===== src/rtl/color_region_tracker.sv =====
// Per-frame colored-pixel count and bounding box over a highlighted video stream.
// Optional box overlay on the pass-through video when COLOR_TRACK_OVERLAY_EN is defined.
module color_region_tracker #(
  parameter int unsigned H_ACTIVE  = 640,
  parameter int unsigned V_ACTIVE  = 480,
  parameter int unsigned MIN_COUNT = 64
) (
  input  logic        clk,
  input  logic        rst_n,
  input  logic        in_valid,
  input  logic        in_sof,
  input  logic [7:0]  in_r,
  input  logic [7:0]  in_g,
  input  logic [7:0]  in_b,
  output logic        out_valid,
  output logic [7:0]  out_r,
  output logic [7:0]  out_g,
  output logic [7:0]  out_b,
  output logic        box_valid,
  output logic [9:0]  box_x0,
  output logic [9:0]  box_x1,
  output logic [9:0]  box_y0,
  output logic [9:0]  box_y1,
  output logic [18:0] pix_count,
  output logic        found
);

  localparam int unsigned XW = 10;
  localparam int unsigned YW = 10;
  localparam int unsigned CW = 19;

  typedef enum logic [1:0] {IDLE, ACTIVE, REPORT} state_t;

  state_t state_q, state_d;

  logic [XW-1:0] x_q, cur_x, x_nxt;
  logic [YW-1:0] y_q, cur_y, y_nxt;
  logic          x_last, y_last;
  logic          colored;

  logic [CW-1:0] cnt_q, cnt_d;
  logic [XW-1:0] min_x_q, min_x_d, max_x_q, max_x_d;
  logic [YW-1:0] min_y_q, min_y_d, max_y_q, max_y_d;
  logic          acc_init, acc_upd, report;

  // Position of the incoming pixel; sof forces (0,0)
  always_comb begin
    cur_x  = in_sof ? '0 : x_q;
    cur_y  = in_sof ? '0 : y_q;
    x_last = (cur_x == XW'(H_ACTIVE - 1));
    y_last = (cur_y == YW'(V_ACTIVE - 1));
    x_nxt  = x_last ? '0 : cur_x + XW'(1);
    y_nxt  = cur_y;
    if (x_last) begin
      y_nxt = y_last ? '0 : cur_y + YW'(1);
    end
    colored = in_valid && !((in_r == in_g) && (in_g == in_b));
  end

  always_ff @(posedge clk or negedge rst_n) begin
    if (!rst_n) begin
      x_q <= '0;
      y_q <= '0;
    end else if (in_valid) begin
      x_q <= x_nxt;
      y_q <= y_nxt;
    end
  end

  always_ff @(posedge clk or negedge rst_n) begin
    if (!rst_n) begin
      state_q <= IDLE;
    end else begin
      state_q <= state_d;
    end
  end

  // Next state and accumulator control
  always_comb begin
    state_d  = state_q;
    acc_init = 1'b0;
    acc_upd  = 1'b0;
    report   = 1'b0;
    case (state_q)
      IDLE: begin
        if (in_valid && in_sof) begin
          state_d  = ACTIVE;
          acc_init = 1'b1;
          acc_upd  = 1'b1;
        end
      end
      ACTIVE: begin
        if (in_valid) begin
          acc_upd  = 1'b1;
          acc_init = in_sof;
          if (!in_sof && x_last && y_last) begin
            state_d = REPORT;
            report  = 1'b1;
          end
        end
      end
      REPORT: begin
        state_d = IDLE;
        if (in_valid && in_sof) begin
          state_d  = ACTIVE;
          acc_init = 1'b1;
          acc_upd  = 1'b1;
        end
      end
      default: state_d = IDLE;
    endcase
  end

  // Accumulator update including the current pixel
  always_comb begin
    cnt_d   = acc_init ? '0        : cnt_q;
    min_x_d = acc_init ? '1        : min_x_q;
    max_x_d = acc_init ? '0        : max_x_q;
    min_y_d = acc_init ? '1        : min_y_q;
    max_y_d = acc_init ? '0        : max_y_q;
    if (acc_upd && colored) begin
      if (cnt_d != '1) begin
        cnt_d = cnt_d + CW'(1);
      end
      if (cur_x < min_x_d) min_x_d = cur_x;
      if (cur_x > max_x_d) max_x_d = cur_x;
      if (cur_y < min_y_d) min_y_d = cur_y;
      if (cur_y > max_y_d) max_y_d = cur_y;
    end
  end

  always_ff @(posedge clk or negedge rst_n) begin
    if (!rst_n) begin
      cnt_q   <= '0;
      min_x_q <= '1;
      max_x_q <= '0;
      min_y_q <= '1;
      max_y_q <= '0;
    end else if (acc_upd) begin
      cnt_q   <= cnt_d;
      min_x_q <= min_x_d;
      max_x_q <= max_x_d;
      min_y_q <= min_y_d;
      max_y_q <= max_y_d;
    end
  end

  // Result latch; an empty frame reports an all-zero box
  always_ff @(posedge clk or negedge rst_n) begin
    if (!rst_n) begin
      box_valid <= 1'b0;
      box_x0    <= '0;
      box_x1    <= '0;
      box_y0    <= '0;
      box_y1    <= '0;
      pix_count <= '0;
      found     <= 1'b0;
    end else begin
      box_valid <= report;
      if (report) begin
        pix_count <= cnt_d;
        found     <= (cnt_d >= CW'(MIN_COUNT));
        if (cnt_d == '0) begin
          box_x0 <= '0;
          box_x1 <= '0;
          box_y0 <= '0;
          box_y1 <= '0;
        end else begin
          box_x0 <= min_x_d;
          box_x1 <= max_x_d;
          box_y0 <= min_y_d;
          box_y1 <= max_y_d;
        end
      end
    end
  end

  logic [7:0] pix_r_c, pix_g_c, pix_b_c;

`ifdef COLOR_TRACK_OVERLAY_EN
  logic in_cols, in_rows, on_box_c;

  // Outline of the previously latched box
  always_comb begin
    in_cols  = (cur_x >= box_x0) && (cur_x <= box_x1);
    in_rows  = (cur_y >= box_y0) && (cur_y <= box_y1);
    on_box_c = found && in_valid &&
               ((in_cols && ((cur_y == box_y0) || (cur_y == box_y1))) ||
                (in_rows && ((cur_x == box_x0) || (cur_x == box_x1))));
    pix_r_c  = on_box_c ? 8'hFF : in_r;
    pix_g_c  = on_box_c ? 8'h00 : in_g;
    pix_b_c  = on_box_c ? 8'hFF : in_b;
  end
`else
  always_comb begin
    pix_r_c = in_r;
    pix_g_c = in_g;
    pix_b_c = in_b;
  end
`endif

  always_ff @(posedge clk or negedge rst_n) begin
    if (!rst_n) begin
      out_valid <= 1'b0;
      out_r     <= '0;
      out_g     <= '0;
      out_b     <= '0;
    end else begin
      out_valid <= in_valid;
      out_r     <= pix_r_c;
      out_g     <= pix_g_c;
      out_b     <= pix_b_c;
    end
  end

endmodule


===== config.mk =====
export PLATFORM = sky130hd
export DESIGN_NAME = color_region_tracker
export DESIGN_NICKNAME = d
export VERILOG_FILES = /design/src/rtl/color_region_tracker.sv
export SDC_FILE = /design/constraint.sdc
export NUM_CORES = 1
export LEC_CHECK = 0
export CORE_MARGIN = 1.5
export CORE_UTILIZATION = 56
export DETAILED_ROUTE_END_ITERATION = 10
export PLACE_DENSITY = 0.81
export SLEW_MARGIN = 10
export SYNTH_ARGS = -nofsm -noshare
export SYNTH_HDL_FRONTEND = slang
export SYNTH_SLANG_ARGS = --single-unit

===== constraint.sdc =====
create_clock -name clk -period 7.92 [get_ports clk]
set_clock_uncertainty 0.2 [all_clocks]
set_input_delay 1.584 -clock clk [delete_from_list [all_inputs] [get_ports clk]]
set_output_delay 1.584 -clock clk [all_outputs]
set_load 0.02 [all_outputs]

Word level (Yosys, flattened, before mapping)
Cells that the tools add are included.

word-level totals
  register bits after elaboration = 167
  bits of input ports = 28
  output and inout port bits = 86
  logic and storage cells = 86

operators by class
  add/sub/neg operators = 3
  $lt $le $gt $ge = 5
  equal/unequal tests = 10
  multiplexer cells = 37
  reductions and logical operators = 12

operator list
  cell                                                   number
  2-to-1 mux 10 bit                                      21
  2-to-1 mux 19 bit                                      3
  adder 10 x 1 -> 10 bit (second input constant)         2
  > comparator 10 bit                                    2
  < comparator 10 bit                                    2
  adder 19 x 1 -> 19 bit (second input constant)         1
  >= comparator 19 x 7 -> 1 bit (second input constant)  1
  logical NOT 19 bit                                     1
  inequality test 19 bit (second input constant)         1
  == test 8 bit                                          2
  == test 10 bit (second input constant)                 1
  == test 10 x 9 -> 1 bit (second input constant)        1
  2-to-1 mux 1 bit                                       7
  logical AND 1 bit                                      6
  2-to-1 mux 2 bit                                       3
  inequality test 2 bit (second input constant)          3
  case mux 2 bit (3 select lines)                        1
  case mux 1 bit (2 select lines)                        2
  AND reduction 3 bit                                    1
  == test 2 x 1 -> 1 bit (second input constant)         1
  == test 2 bit (second input constant)                  1
  logical NOT 1 bit                                      2
  logical NOT 2 bit                                      1
  OR reduction 2 bit                                     1

Depth between registers and ports, before layout
  depth after elaboration = 9
  depth in mapped cells = 18
  gate-level depth less buffers = 13

Worst setup path before layout
OpenSTA, ideal clock, no wires.

  path kind = input port to flip-flop
  start = in in_sof
  end = reg box_y0[5]
  setup time = 0.119 ns
  arrival = 5.035 ns
  required time = 7.601 ns
  setup slack = 2.566 ns
  stages on the path = 18
  path buffers = 5
  cell sequence = and2_1 -> buf_4 -> nand2_1 -> clkbuf_1 -> clkbuf_1 -> nand2_1 -> inv_1 -> ha_1 -> nand3_1 -> a2111oi_4 -> a31o_1 -> buf_4 -> nor2_2 -> a31o_2 -> or2_1 -> nor4_2 -> buf_4 -> o21ba_1

between the ends
  cells in the longest elaborated chain, start to end = 9

ends and longest elaborated chain
  element                                                           line      source
  start: declaration                                                11        input logic in_sof,
  logical AND 1 bit                                                 86, 104
  2-to-1 mux 1 bit                                                  86, 104
  case mux 1 bit (2 select lines)                                   84        case (state_q)
  2-to-1 mux 19 bit                                                 116       cnt_d = acc_init ? '0 : cnt_q;
  adder 19 x 1 -> 19 bit or inequality test 19 bit (tied branches)  123, 122
  2-to-1 mux 19 bit                                                 122       if (cnt_d != '1) begin
  2-to-1 mux 19 bit                                                 121       if (acc_upd && colored) begin
  logical NOT 19 bit                                                163       if (cnt_d == '0) begin
  2-to-1 mux 10 bit                                                 163
  end signal: assignment                                            171       box_y0 <= min_y_d;
  end: declaration                                                  22        output logic [9:0] box_y0,

Several ways; a longest one is shown, not always the timed one.
A chain may end at the register's enable or synchronous reset.

Final worst setup path
Same ends and word-level chain as after synthesis.

==> impl_metrics.yaml <==
status:
  status: "finished clean"
timing:
  tns_ps: 0
  setup-violations-final: 0
  rsz0062_at_grt: "no"
  layout_setup_ws_ps: 1860
  slew_headroom: 0.329
  min_period_ps: 6060
  fmax_mhz: 165
  finalCritPeriodShare: 0.766
  drv_slew: 0
  final-hold-violation-count: 0
  tightest_slew_ps: 1000
yosys:
  synth_compound_area_frac: 0.148
  ys.flop_type: "dfrtp_1"
  syn_inst: 902
  syn_area_um2: 8520
  yosysTopAreaCellShare: 0.432
  ys_top_cells_by_area: "dfrtp_1 43%, dfstp_2 6.2%, ha_1 6.0%, nand2_1 5.4%, nor2_1 3.9%"
  synth_seq_cells: 167
  synth_fa_ha_area_frac: 0.0602
  yosysSeqAreaShare: 0.494
  synth-edff-count: 0
  synthArstFlopShare: 1.00
  synthSimpleGateAreaFrac: 0.192
  synth_top_family_by_area: "simple AND/OR/NAND/NOR gates"
  ys_types: 63
  syn_nets: 971
  synthMuxAreaShare: 0.0316
  yosysTopAreaCell: "dfrtp_1"
  synth_xor_area_frac: 0.0236
  syn_avg_cell_area_um2: 9.44
  yosysWarningCount: 0
hold_path:
  min_path_type: "flip-flop to flip-flop"
finish:
  drive_gt1_frac: 0.0878
  fin_nets: 1070
  area_growth_pct: 21.7
  final_common_cell: "dfrtp_1"
  final_cell_mix: "147 x dfrtp_1, 123 x nand2_1, 112 x clkdlybuf4s50_1, 88 x nor2_1, 67 x inv_1"
  fillCellCount: 1091
  num_antenna_cells: 0
  final_util: 0.705
  stdcell_count: 1198
clock_tree:
  post_cts_resized: 0
  clock_path_buffers: 2
  cts_tree: "built"
  clk_pin_slew_ps: 70
  ctsHtreeMaxLevel: 4
  post_cts_buffers: 0
  clock_sinks: 167
  clk_latency_ps: 430
  postCtsHoldBufs: 0
  cts-root-buf: "clkbuf_16"
  cts_made_buffers: 17
floorplan:
  die_w_um: 126
  dieArea_um2: 16000
  core_region_area_um2: 14700
  rows: 44
  start_util: 0.580
  die_h_um: 126
  pin_count: 114
power:
  leakage_nw: 4.88
  ir_worst_vdd_mv: 0.167
  power_density_nw_per_um2: 210
  p_total_mw: 2.18
job:
  cap_violations: 0
global_route:
  grt_pass1_wl_mm: 34.2
  grt_overflow: 0
  grt_max_degree: 114
  grt_pass1_vias: 6956
  grt_usage: 0.270
  antenna_found_initial: 0
routing:
  drc: 0
  vias_per_cell: 5.87
  via_count: 7036
  routed_wl_mm: 20.4
  drt_iter0_drc: 547
  ant_nets: 0
  drt_first_pass_iters: 5
  routedWlPerCell_um: 17.0
place:
  port_buffers: 113
  dp.cells: 1166
  post-place-ws_ps: 1510
  place.gp.congestion: 0.896
  dp_hpwl_mm: 13.9
setup_path:
  critPathLaunchType: "primary input"
  required_ps: 8040
  arrival_ps: 6190
  endpoint_kind: "flip-flop"
  cp_max_fo: 40
  worstSetupPathType: "primary input to flip-flop"
-- registers in the layout, summed over array words and instances (netlist names), 8 cells and up --
name / count
max_y_q: 10
box_y0: 10
out_b: 8
out_g: 8
box_x0: 10
max_x_q: 10
pix_count: 19
min_x_q: 10
box_y1: 10
out_r: 8
y_q: 10
min_y_q: 10
x_q: 10
box_x1: 10
cnt_q: 19
-- worst max-delay path, cell delays in order --
cell,delay (ps)
clkdlybuf4s50_1,710
and2_1,480
nand2_1,180
nand2_1,110
inv_1,70
ha_1,190
nand3_1,190
a2111oi_4,540
a31o_1,440
nor4_1,110
o41ai_1,510
nand4b_1,240
nor4_4,170
buf_4,440
o21ba_1,210
-- logic make-up (layout without fill, tap and decap cells) --
logic type	Yosys count	count (layout)
AOI/OAI and AO/OA	186	186
adders and majority gates	41	41
DFF	167	167
buffers and inverters	110	222
muxes	25	25
and+or+nand+nor	350	350
xor gates and xnor gates	23	23
-- Yosys cell counts (all sizes together) (5+ instances only) --
cell / count
dfrtp: 147
nand2: 123
nor2: 89
inv: 68
a21oi: 43
ha: 41
clkbuf: 33
o21ai: 28
nor3: 25
nand3: 23
a211oi: 21
dfstp: 20
nand2b: 20
xor2: 17
mux2: 15
nand4: 15
o22ai: 15
a21o: 14
and3: 13
o21a: 12
mux2i: 10
nor4: 10
buf: 9
a31oi: 7
nor2b: 7
o31a: 7
a21boi: 6
o211ai: 6
or3: 6
xnor2: 6
o31ai: 5
or2: 5
-- cell type report --
cell class | count | area, um^2 | share of cell area
multi-input combinational | 625 | 3890 | 0.375
inverter | 68 | 255 | 0.0246
tap | 184 | 230 | 0.0222
clock buffer | 20 | 467 | 0.0450
sequential | 167 | 4200 | 0.406
timing repair buffer | 122 | 1200 | 0.116
clock inverter | 12 | 118 | 0.0113
-- power by group --
group          internal, mW  switching, mW  leakage [nW]
Combinational         0.160          0.241          2.43
Clock                 0.461          0.353         0.276
Sequential            0.931         0.0338          2.18
-- worst paths after layout --
path	slack, ps	cells after the start	from	end
max	1860	15	in_sof	box_y0[5]$_DFFE_PN0P_
min	270	2	pix_count[14]$_DFFE_PN0P_	pix_count[14]$_DFFE_PN0P_
max reg2reg	3500	14	state_q[0]$_DFFE_PN0P_	box_y0[5]$_DFFE_PN0P_
min reg2reg	270	2	pix_count[14]$_DFFE_PN0P_	pix_count[14]$_DFFE_PN0P_
max in group asynchronous	5120	2	rst_n	max_x_q[0]$_DFFE_PN0P_
min in group asynchronous	1110	1	rst_n	pix_count[6]$_DFFE_PN0P_
-- metrics by stage --
stage	cell area, um^2	hold WS, ps
after detailed placement	9780	262
final	10400	273
after CTS	10400	278
after floorplan	8520	281
after global routing	10400	302
after global placement	9780	259
-- per-layer routing --
layer  up-vias  wire [um]  share of wire  track usage
met2       234      10000           0.49        0.459
met4         0        429          0.021       0.0933
met5         -          0              0            0
met3        48       1170          0.057       0.0582
met1      3416       8800           0.43        0.347
li1       3338          -              -            -
(Power assumes the default switching activity.)
